### src/rtl/gray_pkg.sv
// Shared definitions for the Gray-code counter: default width and the
// binary-to-reflected-Gray conversion used by the datapath and the bench.
package gray_pkg;

  localparam int GRAY_WIDTH = 3;

  // Reflected-binary conversion on a 32-bit container; callers cast to their width.
  function automatic logic [31:0] bin2gray_f(input logic [31:0] bin);
    return bin ^ (bin >> 1);
  endfunction

endpackage

### src/rtl/gray_bin2gray.sv
// Purely combinational binary-to-Gray converter, parameterised by WIDTH.
module bin2gray
  import gray_pkg::*;
#(
  parameter int WIDTH = GRAY_WIDTH
) (
  input  logic [WIDTH-1:0] bin_i,
  output logic [WIDTH-1:0] gray_o
);

  assign gray_o = WIDTH'(bin2gray_f(32'(bin_i)));

endmodule

### src/rtl/gray.sv
// Enable-gated Gray-code counter with a sticky wrap flag. The count is kept in
// binary and converted combinationally, so consecutive codes differ in one bit.
module gray
  import gray_pkg::*;
#(
  parameter int WIDTH = GRAY_WIDTH
) (
  input  logic             Clk,
  input  logic             Reset,
  input  logic             En,
  output logic [WIDTH-1:0] Output,
  output logic             Overflow
);

  logic [WIDTH-1:0] bin_q, bin_d;
  logic             ovf_q, ovf_d;

  // Next state: increment when enabled; the all-ones count is the wrap point.
  always_comb begin
    bin_d = bin_q;
    ovf_d = ovf_q;
    if (En) begin
      bin_d = bin_q + WIDTH'(1'b1);
      if (&bin_q) ovf_d = 1'b1;
    end
  end

  always_ff @(posedge Clk) begin
    if (Reset) begin
      bin_q <= '0;
      ovf_q <= 1'b0;
    end else begin
      bin_q <= bin_d;
      ovf_q <= ovf_d;
    end
  end

  bin2gray #(.WIDTH(WIDTH)) u_bin2gray (
    .bin_i  (bin_q),
    .gray_o (Output)
  );

  assign Overflow = ovf_q;

endmodule

### config.mk
export PLATFORM = sky130hd
export DESIGN_NAME = gray
export DESIGN_NICKNAME = d
export VERILOG_FILES = /design/src/rtl/gray_pkg.sv /design/src/rtl/gray_bin2gray.sv /design/src/rtl/gray.sv
export SDC_FILE = /design/constraint.sdc
export NUM_CORES = 1
export LEC_CHECK = 0
export CORE_AREA = 3 3 40 42
export CTS_CLUSTER_DIAMETER = 60
export DETAILED_ROUTE_END_ITERATION = 10
export DIE_AREA = 0 0 43 45
export GPL_TIMING_DRIVEN = 0
export SLEW_MARGIN = 20
export SYNTH_ARGS = -nofsm -noshare
export SYNTH_HDL_FRONTEND = slang
export SYNTH_SLANG_ARGS = --single-unit
### constraint.sdc
create_clock -name Clk -period 1.94 [get_ports Clk]
set_input_delay 0.388 -clock Clk [delete_from_list [all_inputs] [get_ports Clk]]
set_output_delay 0.388 -clock Clk [all_outputs]
set_load 0.03 [all_outputs]
==> results.sh <==
export IMPL_status="complete, no violations"
export IMPL_ys_seq_area_share_pct=46.7
export IMPL_grt_pass1_vias=149
export IMPL_maxSlewHeadroom_pct=79.1
export IMPL_min_from="Overflow$_SDFFE_PP0P_"
export IMPL_track_usage_pct=5.07
export IMPL_dp_slack_ns=0.271
export IMPL_drive_above_1_share_pct=20.0
export IMPL_fin_total_pwr_uw=236
export IMPL_die_h_um=45
export IMPL_pin_count=7
export IMPL_yosysWarnings=0
export IMPL_slew_violations=0
export IMPL_syn_area_per_cell_um2=10.7
export IMPL_drv_cap=0
export IMPL_setup_tns_final_ns=0
export IMPL_vias_per_cell=3.50
export IMPL_min_to="Overflow$_SDFFE_PP0P_"
export IMPL_coreArea_um2=1280
export IMPL_synth_distinct_cells=10
export IMPL_slowest_delay_ns=0.66
export IMPL_syn_to_final_growth_pct=60.6
export IMPL_clkTransAtPathRegs_ns=0.04
export IMPL_cpMaxStageDelayCell="clkdlybuf4s50_1"
export IMPL_peakVddDrop_v=0.000291
export IMPL_report_final_setup_viol=0
export IMPL_ys_ff_latch=4
export IMPL_min_path_type="register to register"
export IMPL_initial_core_util_pct=13.3
export IMPL_layout_common_cells="clkdlybuf4s50_1, dfxtp_1, nor2_1, clkbuf_4, ha_1"
export IMPL_vias=140
export IMPL_grt_overflow=0
export IMPL_root_buffer="clkbuf_4"
export IMPL_antenna_found_initial=0
export IMPL_cp_arrival_ns=1.50
export IMPL_final_common_cell="clkdlybuf4s50_1"
export IMPL_finalCritPeriodShare_pct=97.1
export IMPL_antenna_cells=0
export IMPL_drt_wl_total_um=330
export IMPL_place_congestion=0.661
export IMPL_power_density_nw_per_um2=858
export IMPL_crit_required_ns=1.55
export IMPL_final_nets=32
export IMPL_placedInstanceArea_um2=250
export IMPL_reg2reg_depth=3
export IMPL_end_kind="output port"
export IMPL_whs_path_depth=2
export IMPL_grt_pass1_wl_um=614
export IMPL_worstMarginPinSlew_ns=0.313
export IMPL_finClkSkew_ns=0.00221
export IMPL_rows=13
export IMPL_utilization_pct=21.4
export IMPL_first_pass_iters=4
export IMPL_die_w_um=43
export IMPL_r2r_end="bin_q[1]$_SDFFE_PP0P_"
export IMPL_worst_slack_ns=0.0568
export IMPL_crit_type="register to output port"
export IMPL_tritoncts="yes"
export IMPL_rsz0062_at_grt="false"
export IMPL_ctsHtreeMaxLevel=1
export IMPL_routedWlPerCell_um=8.25
export IMPL_dieArea_um2=1940
export IMPL_timing_reg2reg_setup_slack_ns=1.01
export IMPL_finalCriticalPeriod_ns=1.88
export IMPL_nFillCells=143
export IMPL_cts_max_path_buffers=2
export IMPL_max_clock_freq_mhz=531
export IMPL_post_route_cell_area_um2=275
export IMPL_cts_buffers=3
export IMPL_path_cells="ha_1 -> clkdlybuf4s50_1"
export IMPL_ant_nets=0
export IMPL_syn_inst=16
export IMPL_reg2reg_from="bin_q[0]$_SDFFE_PP0P_"
export IMPL_path_max_fanout=4
export IMPL_grt_max_degree=6
export IMPL_p_leak_uw=0.000128
export IMPL_synth_fp_nets=21
export IMPL_synth_area_um2=171
export IMPL_crit_path_start_kind="register"
export IMPL_clkLatencyLatePin_ns=0.23
export IMPL_port_buffers=6
export IMPL_drt_initial_drc_count=2
export IMPL_hold_violations=0
export IMPL_drc=0
export IMPL_clock_sinks=4
[repair_timing]
item / CTS / global route
setup endpoints to repair: 0 / 1
buffers inserted: 0 / 0
hold buffers: 0 / 0
gates resized for setup: 0 / 1
[state kept, by name, summed over array words and instances (netlist names)]
signal	count
Overflow	1
bin_q	3
[cell type report]
class,count,area [µm²],area share [%]
well taps,15,18.8,6.82
multi-input cells,11,83.8,30.5
flip-flops and latches,4,80.1,29.1
clock buffers,3,22.5,8.18
plain buffers,1,7.51,2.73
repair buffers,6,62.6,22.7
[logic make-up after synthesis]
group,Yosys count,share of synthesized area [%]
buffers and inverters,1,4.38
xor gates and xnor gates,1,5.11
DFF,4,46.7
AOI/OAI and AO/OA,3,12.4
muxes,1,5.84
and+or+nand+nor,4,11.0
adders and majority gates,2,14.6
[synthesized netlist by cell type]
library cell,count,area (µm²)
nand3b_1,1,7.51
nor2_1,3,11.3
a21bo_2,1,10.0
a31oi_1,1,6.26
mux2i_1,1,10.0
dfxtp_1,4,80.1
ha_1,2,25.0
xnor2_1,1,8.76
buf_4,1,7.51
a21oi_1,1,5.00
[power breakdown]
part | total [µW] | internal (µW) | leakage (µW) | switching, µW
Combinational | 45.2 | 21.3 | 0.0000813 | 23.9
Clock | 99.9 | 69.0 | 0.0000138 | 30.9
Sequential | 91.0 | 87.3 | 0.0000326 | 3.71
[per-layer routing]
layer,vias up,part of all wire (%),GRT usage [%]
met3,0,21,7.57
li1,73,-,-
met1,58,50,5.53
met4,0,0,1.81
met2,9,29,4.79
met5,-,0,0
[per-stage QoR]
stage / hold slack (ns) / instances
3_5_place_dp: 0.476 / 37
6_report: 0.469 / 40
3_3_place_gp: 0.459 / 37
4_1_cts: 0.485 / 40
2_1_floorplan: 0.457 / 16
5_1_grt: 0.531 / 40
[critical path: cells and delay by family (launching register included)]
family / cells / cell delay (ns)
adder cells (fa/ha/maj): 1 / 0.28
buffers and inverters: 1 / 0.66
flip-flops: 1 / 0.32
[worst max-delay path by stage]
stage	from	to	slack [ns]
floorplan	bin_q[0]$_SDFFE_PP0P_	Output[0]	0.80
global placement	bin_q[0]$_SDFFE_PP0P_	Output[0]	0.27
detailed placement	bin_q[0]$_SDFFE_PP0P_	Output[0]	0.27
CTS	bin_q[0]$_SDFFE_PP0P_	Output[0]	0.01
global route	bin_q[2]$_SDFFE_PP0P_	Output[1]	0.01
finish	bin_q[2]$_SDFFE_PP0P_	Output[1]	0.06
(Power assumes the default switching activity.)
